**src/rtl/pio_seq_pkg.sv**
```systemverilog
// Shared codes for the PIO bring-up and streaming sequencer.
// Action codes, sequencer states and host write-port selectors.
package pio_seq_pkg;

  localparam logic [5:0] ACT_NOP   = 6'd0;
  localparam logic [5:0] ACT_INSTR = 6'd1;
  localparam logic [5:0] ACT_PUSH  = 6'd4;

  localparam logic [1:0] SEL_PROG = 2'd0;
  localparam logic [1:0] SEL_CONF = 2'd1;
  localparam logic [1:0] SEL_MSG  = 2'd2;

  typedef enum logic [2:0] {
    IDLE,
    LOAD_PROG,
    LOAD_CONF,
    STREAM,
    DONE
  } state_t;

endpackage

```
**src/rtl/pio_seq_mem.sv**
```systemverilog
// Single write port register array with asynchronous read.
// Contents are never reset; the host reloads them as needed.
module pio_seq_mem #(
  parameter int W  = 8,
  parameter int D  = 32,
  parameter int AW = $clog2(D)
) (
  input  logic          clk,
  input  logic          we,
  input  logic [AW-1:0] waddr,
  input  logic [W-1:0]  wdata,
  input  logic [AW-1:0] raddr,
  output logic [W-1:0]  rdata
);

  logic [W-1:0] mem [D];

  always_ff @(posedge clk) begin
    if (we) mem[waddr] <= wdata;
  end

  assign rdata = mem[raddr];

endmodule

```
**src/rtl/pio_stream_seq.sv**
```systemverilog
// Loads a PIO program and config list, then streams a message
// into one state machine's TX FIFO with pacing and repeat.
module pio_stream_seq
  import pio_seq_pkg::*;
#(
  parameter int PROG_LEN = 32,
  parameter int CONF_MAX = 32,
  parameter int MSG_MAX  = 64,
  parameter int GAP_W    = 12,
  localparam int CAW = $clog2(CONF_MAX),
  localparam int MAW = $clog2(MSG_MAX),
  localparam int CLW = CAW + 1,
  localparam int MLW = MAW + 1
) (
  input  logic             clk,
  input  logic             reset,
  input  logic             wr_en,
  input  logic [1:0]       wr_sel,
  input  logic [5:0]       wr_addr,
  input  logic [35:0]      wr_data,
  input  logic             start,
  input  logic [1:0]       cfg_mindex,
  input  logic [CLW-1:0]   cfg_conf_len,
  input  logic [MLW-1:0]   cfg_msg_len,
  input  logic [GAP_W-1:0] cfg_gap,
  input  logic             cfg_repeat,
  input  logic             abort,
  output logic [5:0]       pio_action,
  output logic [31:0]      pio_din,
  output logic [4:0]       pio_index,
  output logic [1:0]       pio_mindex,
  input  logic [3:0]       pio_tx_full,
  output logic             busy,
  output logic             done,
  output logic [15:0]      stall_cnt
);

  localparam logic [4:0] P_LAST = 5'(PROG_LEN - 1);

  state_t           state;
  logic [4:0]       p;
  logic [CLW-1:0]   c;
  logic [MLW-1:0]   i;
  logic [GAP_W-1:0] gap_cnt;
  logic             fin;

  logic [CLW-1:0]   conf_len_q;
  logic [MLW-1:0]   msg_len_q;
  logic [GAP_W-1:0] gap_q;
  logic             repeat_q;
  logic [1:0]       mindex_q;

  logic [15:0] prog_rd;
  logic [35:0] conf_rd;
  logic [7:0]  msg_rd;
  logic        wr_ok;
  logic [GAP_W-1:0] gap_ld;

  assign busy   = (state != IDLE);
  assign wr_ok  = wr_en && (state == IDLE);
  assign gap_ld = (gap_q == '0) ? GAP_W'(1) : gap_q;

  pio_seq_mem #(.W(16), .D(32)) u_prog (
    .clk   (clk),
    .we    (wr_ok && wr_sel == SEL_PROG),
    .waddr (wr_addr[4:0]),
    .wdata (wr_data[15:0]),
    .raddr (p),
    .rdata (prog_rd)
  );

  pio_seq_mem #(.W(36), .D(CONF_MAX)) u_conf (
    .clk   (clk),
    .we    (wr_ok && wr_sel == SEL_CONF),
    .waddr (wr_addr[CAW-1:0]),
    .wdata (wr_data),
    .raddr (c[CAW-1:0]),
    .rdata (conf_rd)
  );

  pio_seq_mem #(.W(8), .D(MSG_MAX)) u_msg (
    .clk   (clk),
    .we    (wr_ok && wr_sel == SEL_MSG),
    .waddr (wr_addr[MAW-1:0]),
    .wdata (wr_data[7:0]),
    .raddr (i[MAW-1:0]),
    .rdata (msg_rd)
  );

  always_ff @(posedge clk) begin
    if (reset) begin
      state      <= IDLE;
      pio_action <= ACT_NOP;
      pio_din    <= '0;
      pio_index  <= '0;
      pio_mindex <= '0;
      done       <= 1'b0;
      stall_cnt  <= '0;
      p          <= '0;
      c          <= '0;
      i          <= '0;
      gap_cnt    <= '0;
      fin        <= 1'b0;
      conf_len_q <= '0;
      msg_len_q  <= '0;
      gap_q      <= '0;
      repeat_q   <= 1'b0;
      mindex_q   <= '0;
    end else if (abort && state != IDLE) begin
      state      <= IDLE;
      pio_action <= ACT_NOP;
      done       <= 1'b0;
    end else begin
      done       <= 1'b0;
      pio_action <= ACT_NOP;
      unique case (state)
        IDLE: begin
          if (start && !abort) begin
            conf_len_q <= cfg_conf_len;
            msg_len_q  <= cfg_msg_len;
            gap_q      <= cfg_gap;
            repeat_q   <= cfg_repeat;
            mindex_q   <= cfg_mindex;
            stall_cnt  <= '0;
            p          <= '0;
            c          <= '0;
            i          <= '0;
            gap_cnt    <= '0;
            fin        <= 1'b0;
            state      <= LOAD_PROG;
          end
        end
        LOAD_PROG: begin
          pio_action <= ACT_INSTR;
          pio_index  <= p;
          pio_din    <= {16'b0, prog_rd};
          p          <= p + 5'd1;
          if (p == P_LAST) state <= LOAD_CONF;
        end
        // one NOP slot after the list always separates config from pushes
        LOAD_CONF: begin
          if (c == conf_len_q) begin
            state <= STREAM;
          end else begin
            pio_action <= {2'b00, conf_rd[35:32]};
            pio_din    <= conf_rd[31:0];
            c          <= c + CLW'(1);
          end
        end
        STREAM: begin
          pio_mindex <= mindex_q;
          if (msg_len_q == '0 || fin) begin
            state <= DONE;
            done  <= 1'b1;
          end else if (gap_cnt != '0) begin
            gap_cnt <= gap_cnt - GAP_W'(1);
          end else if (pio_tx_full[mindex_q]) begin
            if (stall_cnt != 16'hFFFF) stall_cnt <= stall_cnt + 16'd1;
          end else begin
            pio_action <= ACT_PUSH;
            pio_din    <= {24'b0, msg_rd};
            gap_cnt    <= gap_ld;
            if (i == msg_len_q - MLW'(1)) begin
              i   <= '0;
              fin <= !repeat_q;
            end else begin
              i <= i + MLW'(1);
            end
          end
        end
        DONE: state <= IDLE;
        default: state <= IDLE;
      endcase
    end
  end

endmodule

```
**config.mk**
```make
export PLATFORM = sky130hd
export DESIGN_NAME = pio_stream_seq
export DESIGN_NICKNAME = d
export VERILOG_FILES = /design/src/rtl/pio_seq_pkg.sv /design/src/rtl/pio_seq_mem.sv /design/src/rtl/pio_stream_seq.sv
export SDC_FILE = /design/constraint.sdc
export NUM_CORES = 2
export LEC_CHECK = 0
export ABC_AREA = 0
export BUFFER_PORTS_ARGS = -buffer_cell sky130_fd_sc_hd__buf_2
export CAP_MARGIN = 20
export CORE_MARGIN = 2
export CORE_UTILIZATION = 59
export DETAILED_ROUTE_END_ITERATION = 8
export GPL_TIMING_DRIVEN = 0
export PLACE_DENSITY_LB_ADDON = 0.3
export SLEW_MARGIN = 25
export SYNTH_ARGS = -nofsm -noshare
export SYNTH_HDL_FRONTEND = slang
export SYNTH_HIERARCHICAL = 1
export SYNTH_SLANG_ARGS = --single-unit
```
**constraint.sdc**
```tcl
create_clock -name clk -period 4.7 [get_ports clk]
set_input_delay 0.705 -clock clk [delete_from_list [all_inputs] [get_ports clk]]
set_output_delay 0.705 -clock clk [all_outputs]
set_load 0.01 [all_outputs]
```
# [Word-level counts from Yosys, hierarchy flattened]
# Memory sizes are Yosys's and may differ from the RTL's. A register that Yosys moved wholly into a read port is not among the register bits.
# Cells that the tools add are included.
[op_classes] bitwise_logic=2 reduce_logical=32 muxes=59 order_cmp=1 n_addsub=6 n_eq_ne=21
[op_table] op="32-bit two-way mux" count=4
[op_table] op="32-bit one-hot mux with 3 select lines" count=1
[op_table] op="16-bit two-way mux" count=5
[op_table] op="12-bit two-way mux" count=5
[op_table] op="7-bit two-way mux" count=5
[op_table] op="16-bit one-hot mux with 2 select lines" count=1
[op_table] op="5-bit two-way mux" count=5
[op_table] op="6-bit two-way mux" count=4
[op_table] op="12-bit one-hot mux with 2 select lines" count=1
[op_table] op="3-bit two-way mux" count=7
[op_table] op="2-bit != test (second input constant)" count=10
[op_table] op="16-bit by 1-bit adder with 16-bit output (second input constant)" count=1
[op_table] op="16-bit != test (second input constant)" count=1
[op_table] op="7-bit one-hot mux with 2 select lines" count=1
[op_table] op="7-bit AND reduction" count=2
[op_table] op="1-bit two-way mux" count=13
[op_table] op="12-bit logical NOT" count=1
[op_table] op="3-bit one-hot mux with 4 select lines" count=1
[op_table] op="4-bit one-hot mux with 3 select lines" count=1
[op_table] op="6-bit one-hot mux with 2 select lines" count=1
[op_table] op="6-bit AND reduction" count=2
[op_table] op="12-bit nonzero test" count=1
[op_table] op="12-bit by 1-bit subtractor with 12-bit output (second input constant)" count=1
[op_table] op="5-bit one-hot mux with 2 select lines" count=1
[op_table] op="other kinds (32)" count=46
[totals] wordCells=141 register_bits=124 n_memories=3 ramBits=2176 out_inout_bits=63 in_bits=81
[memory_table] memory="u_conf.mem" depth=32 width=36 read_ports=1 rd_ports_with_merged_regs=1 write_ports=1 line="pio_seq_mem.sv:16" source="logic [W-1:0] mem [D];"
[memory_table] memory="u_msg.mem" depth=64 width=8 read_ports=1 rd_ports_with_merged_regs=1 write_ports=1 line="pio_seq_mem.sv:16"
[memory_table] memory="u_prog.mem" depth=32 width=16 read_ports=1 rd_ports_with_merged_regs=1 write_ports=1 line="pio_seq_mem.sv:16"

# [Longest topological paths before layout]
[depth] word_depth=9 mapped_depth=13 mapped_depth_nobuf=9

# [Cells and area by module]
# Netlist, hierarchy kept.
[modules_own_cells] module="pio_seq_mem (u_conf)" cells_per_inst=2500 instances=1 seq_area_each_um2=34593.2 area_per_inst_um2=44849.3
[modules_own_cells] module="pio_seq_mem (u_prog)" cells_per_inst=1127 instances=1 seq_area_each_um2=15374.7 area_per_inst_um2=20215.6
[modules_own_cells] module="pio_seq_mem (u_msg)" cells_per_inst=932 instances=1 seq_area_each_um2=15374.7 area_per_inst_um2=20006.7
[modules_own_cells] module="pio_stream_seq" cells_per_inst=717 instances=1 seq_area_each_um2=2442.3 area_per_inst_um2=5816.8

# [Worst setup path after synthesis]
# No wires, ideal clock.
[synth_timing] path_kind="reg2reg" from="reg state[0]" to="mem u_conf.mem[12][0] (enable)" arrival_time_ns=3.364 setup_ns=0.429 t_required_ns=4.271 n_path_buf=2 setup_slack_ns=0.907 synth_period_minus_slack_ns=3.793 stages_incl_launch_ff=8 path_cell_list="dfxtp_1 clkbuf_1 nor3_1 nand2_1 nor3b_1 or3b_2 clkbuf_1 nor2_1"
[synth_between] elab_chain_len=5
[synth_rtl] item="start, declared" line="pio_stream_seq.sv:40" source="state_t state;"
[synth_rtl] item="start signal, assigned" line="pio_stream_seq.sv:92" source="state <= IDLE;"
[synth_rtl] item="start signal, assigned" line="pio_stream_seq.sv:110" source="state <= IDLE;"
[synth_rtl] item="start signal, assigned" line="pio_stream_seq.sv:130" source="state <= LOAD_PROG;"
[synth_rtl] item="3-bit logical NOT" line="pio_stream_seq.sv:60" source="assign wr_ok = wr_en && (state == IDLE);"
[synth_rtl] item="1-bit logical AND" line="pio_stream_seq.sv:60"
[synth_rtl] item="1-bit logical AND" line="pio_stream_seq.sv:74" source=".we (wr_ok && wr_sel == SEL_CONF),"
[synth_rtl] item="1-bit two-way mux" line="pio_seq_mem.sv:19" source="if (we) mem[waddr] <= wdata;"
[synth_rtl] item="1-bit two-way mux (implied by the code)" line="pio_seq_mem.sv:19"
[synth_rtl] item="end, declared" line="pio_seq_mem.sv:16"
# Every way passes these cells.

==> key figures <==
Power and ir drop
  – Sw Pwr: approximately 0.0082 W
  – Combinational share of power: 3.1%
  – Sequential fraction of design power: 55.5%
  – Switching part of the total: between 20% and 30%
  – P_int: 0.0323 W
  – Clock power frac: 41.4%
  – PwrDens: 394 mW/mm2
  – Lkg Pwr: 31.6 nW
  – VDD IR max: 0.448 mV
  – Overall Power: 0.0405 W

Flow run
  – Max cap viols: 0

Route
  – Routed wire length: 230,000 um
  – DR vias: 51.4k
  – Final ANT Viol Nets: 0
  – Avg WL per Cell: 29.0 um
  – DR iter-0 viols: 7,286
  – Vias per Instance: 6.48
  – Remaining DRCs: 0
  – Detailed Routing Iterations Pass 1: 7

Finish
  – Multi-input gate area: 0.0215 mm2
  – Fillers: 9,930
  – Non-Filler Cell Area, Final: 0.103 mm2
  – Fin nets: 5,791
  – Layout area overhead: 13.2%
  – Share of cells above drive strength 1: 15.9%
  – Count of non-filler cells in the finished layout: 7,929
  – Sequential cell area: 0.0678 mm2

Setup path
  – CP startpoint kind: flop
  – Crit path max-delay cell type: buf_1
  – Delay-heaviest family, CP: buffers and inverters
  – Crit path kind: reg -> reg
  – Critical Path End Type: flop
  – FF-to-FF Start: i[1]
  – Worst r2r dst: pio_din[4]
  – R2R cell count: 12
  – Crit path top cell by count: mux2i_1
  – CP bufs+invs: 3
  – R2R Setup Slk: approximately 380 ps
  – Max FO, Critical Path: 10
  – Arr. time, crit path: 5020 ps
  – Worst path required time: 5400 ps
  – CP peak stage delay: 840 ps
  – Crit path cell chain: buf_4 -> buf_2 -> buf_1 -> nand2_1 -> a211oi_1 -> nor4_1 -> nor3_1 -> o32ai_1 -> mux2i_1 -> o21ai_0 -> mux2i_1 -> nor2_1
  – Crit path from: i[1]

GRT
  – All-Layer GR Usage: 28.9%
  – Vias in the first global route: 49.4k
  – Largest net degree at the start of global routing: 92
  – Initial antenna violation count: 10
  – First-pass GRT wire length: 330,000 um
  – GR Overflow Total: 0

Synthesis
  – Seq/Total Area, Yosys: ~75%
  – Mapped cell area: 0.0909 mm2
  – #FFs+latches synth: 2,298
  – Synth Area per Inst: 17.2 um2
  – EDFF count, synth: 2,176
  – Synth Warn #: 6
  – Dominant register cell in the synthesized netlist: edfxtp_1
  – Netlist cell types: 73
  – Post-synth ARST share: 0%
  – Gate Count Post-Synth: ~5.3k

Clocking
  – Clock Latency Late Sink: between 800 and 900 ps
  – CTS Buffer Depth: 3
  – Total CTS buffers: 216
  – Hold Buf Count CTS: 0
  – Root buf cell: clkbuf_16
  – Reg clk slew, reported paths: 60 ps
  – H-tree levels: 4
  – Sink Count: 2,298
  – Total setup buffers inserted after CTS: 0
  – Post_cts resized: 0
  – CTS tree: done

Worst hold path
  – Worst min path class: in -> reg
  – Hold path startpoint: cfg_gap[6]
  – WHS Path Cells: 3
  – Hold endpoint: gap_q[6]

Floorplan
  – Total Die Area: 0.157 mm2
  – Die width: approximately 400 um
  – Initial Util: 59.2%
  – # rows: 144
  – Area of the core: 0.154 mm2
  – I/O Pins: about 140
  – Die Y: 396 um

Timing
  – Final setup fails: 0
  – Tmin final: 4320 ps
  – Clk_skew: 26.1 ps
  – RSZ-0062 raised after global routing: false
  – Final WS setup: about 380 ps
  – Slew HR: 26.2%
  – Least-Margin Pin Slew: between 1000 and 1500 ps
  – Fin crit share: between 90% and 100%
  – Final Slew Violations: 0
  – Final Hold Viols: 0
  – Max Freq: roughly 230 MHz

Place
  – Global placer's final weighted congestion: 0.893
  – Port Buf Inserts: roughly 140
  – DP Area: 0.0961 mm2
  – Dpl ws: 154 ps
  – Post-DP HPWL: ~150,000 um
  – Dpl cells: 7,527

Run status
  – Status: finished, final reports clean
==> registers in the layout, summed over array words and instances (netlist names), 12 cells and up <==
name,flops
u_conf/mem,1152
gap_cnt,12
u_msg/mem,512
stall_cnt,16
pio_din,32
u_prog/mem,512
gap_q,12
==> power by group through the flow <==
stage               registers [W]  logic (W)  clock network (W)
CTS                        0.0225    0.00124             0.0169
floorplan                  0.0229   0.000568                  0
global placement           0.0229    0.00114                  0
finish                     0.0225    0.00125             0.0168
global route               0.0225    0.00131             0.0177
detailed placement         0.0229    0.00123                  0
==> layout by cell type (no fill, tap or decap), drive strengths merged, types with 8 or more instances in the layout <==
cell / Yosys / routed
o2111ai: 11 / 11
dfxtp: 122 / 122
a211oi: 16 / 16
nor3: 73 / 73
a22o: 105 / 105
xor2: 15 / 15
nor2b: 19 / 19
bufinv: 0 / 16
mux2i: 875 / 875
o22ai: 9 / 9
nand3b: 16 / 16
nor4: 18 / 18
and3: 8 / 8
nor2: 211 / 211
xnor2: 27 / 27
clkbuf: 105 / 375
mux2: 13 / 13
clkinv: 0 / 98
nand4: 28 / 28
ha: 9 / 9
o21ai: 37 / 37
or3: 11 / 11
a21oi: 208 / 208
mux4: 127 / 127
buf: 204 / 410
a22oi: 183 / 183
nand3: 193 / 193
nand2b: 33 / 33
inv: 11 / 17
or3b: 8 / 8
nand2: 281 / 281
edfxtp: 2176 / 2176
a31oi: 60 / 60
o221ai: 8 / 8
==> layout make-up <==
cell class | instances | share of cell area [%]
flip-flops and latches | 2298 | 65.9
multi-input cells | 2659 | 20.9
well taps | 2044 | 2.48
clock inverters | 126 | 1.02
plain buffers | 309 | 1.91
diodes | 6 | 0.0146
inverters | 11 | 0.0401
clock buffers | 270 | 5.57
repair buffers | 206 | 2.23
==> cell usage after synthesis (3+ instances only) <==
master,number,area [um2]
edfxtp_1,2176,65300
mux2i_1,875,8760
nand2_1,281,1050
nor2_1,209,785
a21oi_1,207,1040
nand3_1,193,966
a22oi_1,183,1370
mux4_2,127,2860
dfxtp_1,122,2440
a22o_1,105,920
clkbuf_1,101,379
buf_2,80,400
nor3_1,73,365
a31oi_1,60,375
buf_4,57,428
buf_6,39,439
o21ai_0,35,175
nand2b_1,33,206
nand4_1,28,175
xnor2_1,27,236
nor2b_1,19,119
a211oi_1,16,120
nand3b_1,16,120
nor4_1,16,100
buf_1,15,56.3
xor2_1,15,131
mux2_2,13,146
inv_1,11,41.3
o2111ai_1,11,96.3
or3_1,11,68.8
ha_1,9,113
o22ai_1,9,56.3
and3_1,8,50.1
o221ai_1,8,70.1
and2_1,7,43.8
buf_12,7,140
or3b_2,7,61.3
a221oi_1,6,52.6
buf_8,6,90.1
a2111oi_0,4,35.0
clkbuf_4,3,22.5
o2bb2ai_1,3,26.3
o41ai_1,3,26.3
==> how the worst max path moves through the flow <==
stage                     slack, ps  cells past startpoint                 end
after floorplan                 910                      7   u_conf/mem[12][0]
after global placement        -2600                      6  u_conf/mem[10][30]
after detailed placement        150                      8  u_conf/mem[15][28]
after CTS                       120                      8  u_conf/mem[15][17]
after global routing            250                     12          pio_din[6]
final                           380                     12          pio_din[4]
==> stage by stage <==
stage	hold slack, ps	util, %	setup TNS [ps]
3_3_place_gp	448	61.3	-3068860
4_1_cts	63.6	67.0	0
2_1_floorplan	436	-	0
3_5_place_dp	461	62.6	0
5_1_grt	89.6	67.0	0
6_report	105	67.1	0
==> worst min-delay path: cells and delay by family <==
family                 cells  cell delay [ps]
AND/OR/NAND/NOR            1               50
AO/OA/AOI/OAI              1               50
buffers and inverters      1               90
==> routing by layer <==
| layer | track usage (%) | vias up | part of all wire (%) |
|---|---|---|---|
| met5 | 0 | - | 0.028 |
| met4 | 11.3 | 10 | 3.9 |
| met3 | 5.39 | 433 | 10 |
| met2 | 44.4 | 3113 | 46 |
| met1 | 41.7 | 26100 | 39 |
| li1 | - | 21700 | - |
==> cells by family (layout without fill, tap and decap cells) <==
| group | count (synthesis) | after routing | share of synthesized area (%) |
|---|---|---|---|
| flops | 2298 | 2298 | 74.6 |
| mux | 1015 | 1015 | 12.9 |
| simple gates | 917 | 917 | 4.69 |
| compound gates | 674 | 674 | 5.05 |
| buf+inv | 320 | 922 | 2.20 |
| xor+xnor | 42 | 42 | 0.405 |
| fa+ha+maj | 9 | 9 | 0.124 |
| other cells | 1 | 8 | 0.00413 |
(Power assumes the default switching activity.)
